`src/rtl/move_sequencer.sv`:
```
// Queues 4-bit move codes and replays them through an external one-cycle cube datapath, one move every 2 cycles.
// mv_ready drops when the queue is full (further writes are dropped); define SOLVED_CHECK_EN to add the registered solved output.
module move_sequencer #(
  parameter int           FIFO_DEPTH   = 8,
  parameter logic [119:0] SOLVED_STATE = 120'd0
) (
  input  logic         clk,
  input  logic         rst,
  input  logic         init_valid,
  input  logic [119:0] init_state,
  input  logic         mv_valid,
  output logic         mv_ready,
  input  logic [3:0]   mv_code,
  input  logic         run,
  output logic         busy,
  output logic         done,
  output logic         err,
  output logic [119:0] state_out,
  output logic [15:0]  move_count,
  output logic         dp_load,
  output logic [3:0]   dp_step,
  output logic [119:0] dp_d,
  input  logic [119:0] dp_q
`ifdef SOLVED_CHECK_EN
  ,
  output logic         solved
`endif
);

  localparam int          AW       = $clog2(FIFO_DEPTH);
  localparam logic [AW:0] FULL_CNT = (AW+1)'(FIFO_DEPTH);

  typedef enum logic [1:0] {IDLE, ISSUE, CAPTURE, DONE} state_e;

  state_e        st_q, st_d;
  logic [3:0]    mem_q [FIFO_DEPTH];
  logic [AW-1:0] rd_ptr_q, rd_ptr_d;
  logic [AW-1:0] wr_ptr_q, wr_ptr_d;
  logic [AW:0]   cnt_q, cnt_d;
  logic [119:0]  cube_q, cube_d;
  logic [15:0]   count_q, count_d;
  logic          err_q, err_d;
  logic          wr, pop;
  logic [3:0]    head;

  always_comb begin
    wr       = mv_valid && (cnt_q != FULL_CNT);
    pop      = 1'b0;
    head     = mem_q[rd_ptr_q];
    st_d     = st_q;
    cube_d   = cube_q;
    count_d  = count_q;
    err_d    = err_q;
    dp_load  = 1'b0;
    dp_step  = 4'd0;
    done     = 1'b0;
    unique case (st_q)
      IDLE: begin
        if (init_valid) begin
          cube_d  = init_state;
          count_d = 16'd0;
          err_d   = 1'b0;
        end else if (run) begin
          st_d = (cnt_q == '0) ? DONE : ISSUE;
        end
      end
      ISSUE: begin
        dp_load = 1'b1;
        pop     = 1'b1;
        // Illegal codes are issued as "stay" so the cube is left untouched.
        if (head <= 4'd12) dp_step = head;
        else               err_d   = 1'b1;
        st_d = CAPTURE;
      end
      CAPTURE: begin
        cube_d = dp_q;
        if (count_q != 16'hFFFF) count_d = count_q + 16'd1;
        // A write landing this cycle keeps the run going.
        st_d = ((cnt_q != '0) || wr) ? ISSUE : DONE;
      end
      DONE: begin
        done = 1'b1;
        st_d = IDLE;
      end
      default: st_d = IDLE;
    endcase
    rd_ptr_d = pop ? rd_ptr_q + AW'(1) : rd_ptr_q;
    wr_ptr_d = wr  ? wr_ptr_q + AW'(1) : wr_ptr_q;
    cnt_d    = cnt_q + (AW+1)'(wr) - (AW+1)'(pop);
  end

  always_ff @(posedge clk or posedge rst) begin
    if (rst) begin
      st_q     <= IDLE;
      rd_ptr_q <= '0;
      wr_ptr_q <= '0;
      cnt_q    <= '0;
      cube_q   <= '0;
      count_q  <= '0;
      err_q    <= 1'b0;
    end else begin
      st_q     <= st_d;
      rd_ptr_q <= rd_ptr_d;
      wr_ptr_q <= wr_ptr_d;
      cnt_q    <= cnt_d;
      cube_q   <= cube_d;
      count_q  <= count_d;
      err_q    <= err_d;
    end
  end

  always_ff @(posedge clk) begin
    if (wr) mem_q[wr_ptr_q] <= mv_code;
  end

  assign mv_ready   = (cnt_q != FULL_CNT);
  assign busy       = (st_q != IDLE);
  assign err        = err_q;
  assign state_out  = cube_q;
  assign dp_d       = cube_q;
  assign move_count = count_q;

`ifdef SOLVED_CHECK_EN
  logic solved_q, solved_d;

  always_comb begin
    solved_d = (cube_q == SOLVED_STATE);
  end

  always_ff @(posedge clk or posedge rst) begin
    if (rst) solved_q <= 1'b0;
    else     solved_q <= solved_d;
  end

  assign solved = solved_q;
`endif

endmodule

```
`config.mk`:
```
export PLATFORM = sky130hd
export DESIGN_NAME = move_sequencer
export DESIGN_NICKNAME = d
export VERILOG_FILES = /design/src/rtl/move_sequencer.sv
export SDC_FILE = /design/constraint.sdc
export NUM_CORES = 1
export LEC_CHECK = 0
export CAP_MARGIN = 20
export CORE_AREA = 2 2 202 204
export DETAILED_ROUTE_END_ITERATION = 10
export DIE_AREA = 0 0 204 206
export PLACE_DENSITY = 0.6
export RECOVER_POWER = 100
export SLEW_MARGIN = 40
export SYNTH_ARGS = -nofsm -noshare
export SYNTH_HDL_FRONTEND = slang
export SYNTH_SLANG_ARGS = --single-unit
```
`constraint.sdc`:
```
create_clock -name clk -period 12.2 [get_ports clk]
set_clock_uncertainty 0.05 [all_clocks]
set_input_delay 3.05 -clock clk [delete_from_list [all_inputs] [get_ports clk]]
set_output_delay 3.05 -clock clk [all_outputs]
set_load 0.1 [all_outputs]
```
* After elaboration in Yosys (flattened, before gate mapping)
Memory sizes are Yosys's and may differ from the RTL's. Cells that the tools add are included. Widths: inputs -> output; s select.
Cells by class: add/sub/neg operators 5, magnitude comparators 1, equality and inequality tests 10, multiplexer cells 19, reductions and logical operators 12
Operators by type and width (count):
- $pmux 120 s2 | 1
- $mux 120 | 1
- $mux 16 | 2
- $pmux 16 s2 | 1
- $add 16x1->16 const B | 1
- $ne 16x16->1 const B | 1
- $ne 2x2->1 const B | 5
- $mux 2 | 4
- $mux 4 | 2
- $pmux 2 s4 | 1
- $add 3x1->3 const B | 2
- $mux 1 | 6
- $reduce_and 3->1 | 2
- $reduce_bool 2->1 | 3
- $add 4x1->4 | 1
- $eq 2x2->1 const B | 2
- $le 4x4->1 const B | 1
- $logic_not 4->1 | 1
- $ne 4x4->1 const B | 1
- $reduce_and 2->1 | 2
- $reduce_bool 4->1 | 1
- $sub 4x1->4 | 1
- $eq 2x1->1 const B | 1
- $logic_not 2->1 | 1
- other kinds (3) | 3
Storage, ports and cells: bits in registers 149, RAM bits 32, input bits 249, output and inout port bits 265, word-level logic and storage cells 55, memories 1
Memory list:
- mem_q | depth 8, width 4, rd ports 1, clocked after Yosys merged registers in 0, write ports 1, RTL line 36 | logic [3:0] mem_q [FIFO_DEPTH];

* Logic depth before layout (Yosys ltp)
Gate-level depths: netlist of run 1.
depth after elaboration 5, mapped depth 10, gate-level depth less buffers 10

* Worst setup path before layout of run 1
Ideal clock, no wire load.
path type flip-flop to output port, from register st_q[0], to output port dp_step[3], data arrival time 4004 ps, data required time 9100 ps, path slack 5096 ps, cell stages (with the launch flop) 5, path buffers 1, cell sequence dfrtp_1 nor2b_1 clkbuf_1 inv_1 a211oi_1
On the way: cells in the longest elaborated chain, start to end 2
RTL lines:
- start: declaration | RTL line 35 | state_e st_q, st_d;
- start signal: assignment | RTL line 102 | st_q <= st_d;
- $eq 2x1->1 | RTL line 57 | unique case (st_q)
- $mux 4 | RTL line 57
- end: declaration | RTL line 21 | output logic [3:0] dp_step,
No other way between the ends.

* Final worst setup path of run 1
from input port init_valid, to register cube_q[35] (netlist: dp_d[35])
On the way: cells in the longest elaborated chain, start to end 2
RTL lines:
- start: declaration | RTL line 9 | input logic init_valid,
- $ne 2x2->1 (no source line)
- $reduce_and 2->1 (no source line)
- end signal: assignment | RTL line 106 | cube_q <= cube_d;
- end: declaration | RTL line 40 | logic [119:0] cube_q, cube_d;
No other way between the ends. A chain may end at the register's enable or synchronous reset.

==> flow_metrics.tcl, run 1 <==
set metrics [dict create \
    post_cts_buffers 0 \
    dr.pass1.iters 5 \
    maxCapViolCount 4 \
    rows 74 \
    synth-compound-area-share 0.0998 \
    avgSynthCellArea_um2 9.11 \
    fp.dieH_um 206 \
    clock-sinks 181 \
    worstSetupPathType "in -> reg" \
    post_cts_resized 0 \
    cts-htree-levels 4 \
    root_buffer "clkbuf_16" \
    fmax_mhz 119 \
    grt_pass1_wl_um 48700 \
    drc 0 \
    drtAntennaViolNets 0 \
    vias 8296 \
    crit_start "init_valid" \
    die_area_um2 42000 \
    ys_seq_elements 181 \
    placed_cell_area_um2 12500 \
    cts_made_buffers 17 \
    core_area_um2 40200 \
    async_flop_share 0.823 \
    drt-total-wl_um 33700 \
    ys.flop_type "dfrtp_1" \
    synth_edf_count 32 \
    io_pins 514 \
    final_core_utilization 0.317 \
    cts_buffer_depth 2 \
    status "complete, but fails checks" \
    grt_pass1_vias 7940 \
    cts_tree "yes" \
    layout.nets 1617 \
    synth_cells 1002 \
    critPathCaptureType "flop" \
    hold_viol 0 \
    fillCellCount 4392 \
    final.min_clock_period_ns 8.43 \
    failed_checks "max-capacitance violations, max-slew violations" \
    hp-class "reg -> reg" \
    synthAdderAreaFrac 0.0145 \
    drt_iter0_drc 484 \
    antenna_found_initial 0 \
    tightest_slew_ns 4.13 \
    ys_seq_area_frac 0.514 \
    synth-simple-area-share 0.198 \
    postLayoutCellArea_um2 12700 \
    synth-xor-area-share 0.0144 \
    grt_max_degree 104 \
    diodes 0 \
    gp_congestion 0.861 \
    initial_core_util 0.227 \
    port_buffers 513 \
    critical_path_required_ns 12.27 \
    cp.arrival_ns 8.50 \
    synth_top_family_by_area "simple AND/OR/NAND/NOR gates" \
    synth.net_count 1261 \
    slew_violations 334 \
    crit_path_max_fanout 103 \
    ys_types 47 \
    insertion_delay_ns 0.44 \
    via_per_inst 4.36 \
    holdCritStartpoint "cnt_q[0]" \
    start_kind "primary input" \
    tns_ns 0 \
    grt_overflow_total 0 \
    rr_startpoint "st_q[0]" \
    cts_hold_buf 0 \
    drive_gt1_frac 0.0379 \
    hold_slack_ns 0.464 \
    fin_crit_sh 0.691 \
    setup_viol 0 \
    ys_warn_count 0 \
    area_delta_synth_final_pct 39.6 \
    wl_per_cell_um 17.7 \
    slew_headroom -1.75 \
    muxShareOfSynthArea 0.0283 \
    rsz0062_at_grt "false" \
    path_clk_slew_ns 0.08 \
    dp_hpwl_um 25000 \
    grtUsageTotal 0.153 \
    synth_area_um2 9120 \
    fp.dieW_um 204 \
]
==> final cells by class <==
type	instances	area, um^2	area share
Clock buffer	17	425	0.0334
Clock inverter	15	148	0.0116
Inverter	11	42.5	0.00334
Multi-Input combinational cell	628	3250	0.255
Sequential cell	181	4690	0.368
Tap cell	532	666	0.0522
Timing Repair Buffer	519	3520	0.276
==> metrics by stage <==
stage	std cells	worst slack (ns)
2_1_floorplan	1002	5.09
5_1_grt	1903	3.12
3_5_place_dp	1871	6.66
4_1_cts	1903	6.25
3_3_place_gp	1871	6.02
6_report	1903	3.77
==> layer usage <==
layer	GRT usage	vias up	part of all wire
met4	0.0541	0	0.025
met2	0.249	315	0.48
li1	-	3963	-
met5	0	-	0
met3	0.0356	35	0.064
met1	0.198	3983	0.43
==> cells in the mapped netlist (2+ instances only) <==
cell type,number,area share
nand2_1,251,0.10
dfrtp_1,149,0.41
nor2_1,141,0.058
a31oi_1,124,0.085
buf_4,120,0.099
clkbuf_1,41,0.017
edfxtp_1,32,0.11
buf_2,13,0.0071
xnor2_1,12,0.012
inv_1,11,0.0045
mux2i_1,10,0.011
nor3_1,10,0.0055
ha_1,9,0.012
nor4_1,9,0.0062
buf_1,7,0.0029
a21oi_1,6,0.0033
mux4_2,6,0.015
nand3_1,6,0.0033
nand4_1,5,0.0034
nand2b_1,3,0.0021
nor2b_1,3,0.0021
o21ai_0,3,0.0016
xor2_1,3,0.0029
a21o_1,2,0.0016
a32o_1,2,0.0022
mux2_2,2,0.0025
or2_2,2,0.0014
==> state kept, by name (all words and copies together) (netlist names) <==
| register | cells |
|---|---|
| mem_q | 32 |
| dp_d | 120 |
| cnt_q | 4 |
| rd_ptr_q | 3 |
| wr_ptr_q | 3 |
| err | 1 |
| move_count | 16 |
| st_q | 2 |
==> final timing paths <==
kind	endpoint	slack, ns	depth (start not counted)
max reg2reg	dp_d[35]	6.40	3
min	cnt_q[0]	0.46	1
max in group asynchronous	dp_d[62]	5.96	3
max	dp_d[35]	3.77	4
min in group asynchronous	dp_d[13]	4.23	2
min reg2reg	cnt_q[0]	0.46	1
==> worst max-delay path: stages <==
cell	delay, ns
dlygate4sd3_1	0.61
o21ba_1	1.47
clkbuf_1	2.98
a31oi_1	0.29
==> cells in the final DEF (no fill, tap or decap), types with 6 or more instances in the layout <==
master and count:
edfxtp_1 32, nor2_1 141, clkbuf_1 267, inv_1 10, a31oi_1 124, mux2i_1 10, nor3_1 10, dfrtp_1 149
mux4_2 6, a21oi_1 6, clkbuf_16 17, clkdlybuf4s50_1 241, nor4_1 9, inv_8 6, xnor2_1 12, nand3_1 6
nand2_1 251, dlygate4sd3_1 7, ha_1 9
==> cell families after synthesis <==
| group | Yosys count |
|---|---|
| xor gates and xnor gates | 15 |
| muxes | 18 |
| buffers and inverters | 193 |
| AOI/OAI and AO/OA | 144 |
| adders and majority gates | 10 |
| and+or+nand+nor | 441 |
| DFF | 181 |
Power of run 1 is left out: the tool's default activity adds up to more than one toggle a clock period on the data nets, which glitch-free logic cannot reach.
==> run 2, diff against run 1 <==
- CORE_AREA: 2 2 202 204 -> 2 2 197 199
- DIE_AREA: 0 0 204 206 -> 0 0 199 201
- PLACE_DENSITY: 0.6 -> 0.62
- clock period: 12.2 -> 8.85 ns (I/O delays scaled with it)
==> run 2 against run 1 <==
Compared with the run above:
- the run still ends with max-capacitance violations, max-slew violations left
- non-clock buffer count is 2 higher
- cell count is 0.42% lower
- via count is 0.14% lower
- sequential share of layout area is 0.17 points lower
- flip-flop and latch count stayed put
- die area is 4.8% lower
==> flow_metrics.tcl, run 2 (synthesized netlist as in run 1, its figures left out) <==
set metrics [dict create \
    status "complete, but fails checks" \
    failed_checks "max-capacitance violations, max-slew violations" \
    path_clk_slew_ns 0.07 \
    die_area_um2 40000 \
    fp.dieW_um 199 \
    final.min_clock_period_ns 6.44 \
    largest_reg_flops 120 \
    cts_made_buffers 17 \
    fillCellCount 4091 \
    crit_path_max_fanout 82 \
    grt_pass1_vias 7727 \
    drive_gt1_frac 0.0393 \
    worstSetupPathType "in -> reg" \
    dp_hpwl_um 26300 \
    rows 72 \
    via_per_inst 4.37 \
    cts_hold_buf 0 \
    slew_violations 169 \
    grt_pass1_wl_um 49600 \
    fmax_mhz 155 \
    io_pins 514 \
    final_cell_mix "clkbuf_1 (267), nand2_1 (251), clkdlybuf4s50_1 (241)" \
    dr.pass1.iters 5 \
    cts-htree-levels 4 \
    drc 0 \
    rsz0062_at_grt "false" \
    critPathCaptureType "flop" \
    tightest_slew_ns 4.12 \
    grt_max_degree 86 \
    fin_crit_sh 0.727 \
    layout_commonest_cell "clkbuf_1" \
    gp_congestion 0.829 \
    tns_ns 0 \
    wl_per_cell_um 18.3 \
    drtAntennaViolNets 0 \
    post_cts_resized 0 \
    post_cts_buffers 0 \
    vias 8284 \
    cts_buffer_depth 2 \
    hold_viol 0 \
    max_stage_delay_ns 2.32 \
    cp.arrival_ns 6.54 \
    area_delta_synth_final_pct 40.3 \
    crit_slowest_cell "clkbuf_1" \
    clock-sinks 181 \
    antenna_found_initial 4 \
    root_buffer "clkbuf_16" \
    core_area_um2 38100 \
    port_buffers 513 \
    drt_iter0_drc 441 \
    cts_tree "yes" \
    initial_core_util 0.239 \
    maxCapViolCount 2 \
    layout.nets 1619 \
    drt-total-wl_um 34700 \
    grtUsageTotal 0.167 \
    insertion_delay_ns 0.44 \
    setup_viol 0 \
    slew_headroom -1.76 \
    critical_path_required_ns 8.95 \
    start_kind "primary input" \
    grt_overflow_total 0 \
    crit_chain "dlygate4sd3_1, o21ba_1, clkbuf_1, a31oi_1" \
    fp.dieH_um 201 \
    hp-class "reg -> reg" \
]
-- run 2: critical path: cells and delay by family --
| kind | cells | cell delay [ns] |
|---|---|---|
| AOI/OAI and AO/OA | 2 | 1.31 |
| buffers and inverters | 2 | 2.94 |
-- run 2: per-layer routing --
layer | track usage | part of all wire | vias up
li1 | - | - | 3978
met1 | 0.216 | 0.42 | 3956
met2 | 0.261 | 0.47 | 320
met3 | 0.0591 | 0.089 | 30
met4 | 0.0498 | 0.016 | 0
met5 | 0 | 0 | -
-- run 2: worst paths after layout --
path	startpoint	depth (start not counted)	slack, ns	endpoint
worst min register to register	cnt_q[0]	1	0.46	cnt_q[0]
worst max register to register	st_q[0]	3	4.21	dp_d[49]
worst max-delay path	init_valid	4	2.41	dp_d[49]
worst min-delay path	cnt_q[0]	1	0.46	cnt_q[0]
min in group asynchronous	rst	2	3.39	dp_d[104]
max in group asynchronous	rst	3	3.42	dp_d[22]
-- run 2: per-stage QoR --
stage / hold WS (ns) / instances / worst slack, ns / cell area (um^2) / utilization
after floorplan: 0.429 / 1002 / 2.58 / 9120 / -
after global placement: 0.446 / 1858 / 3.50 / 13800 / 0.362
after detailed placement: 0.449 / 1859 / 3.91 / 12600 / 0.330
after CTS: 0.466 / 1891 / 3.67 / 13200 / 0.346
after global routing: 0.494 / 1895 / 1.82 / 12800 / 0.336
final: 0.460 / 1895 / 2.41 / 12800 / 0.336
-- run 2: final cells by class --
| cell class | instances | area (um^2) | area share |
|---|---|---|---|
| antenna | 4 | 10.0 | 0.000782 |
| inverter | 11 | 42.5 | 0.00332 |
| clock inverter | 14 | 176 | 0.0138 |
| multi-input combinational | 628 | 3250 | 0.254 |
| clock buffer | 18 | 429 | 0.0335 |
| tap | 518 | 648 | 0.0506 |
| timing repair buffer | 521 | 3550 | 0.278 |
| sequential | 181 | 4690 | 0.366 |
Power of run 2 is left out for the same reason.
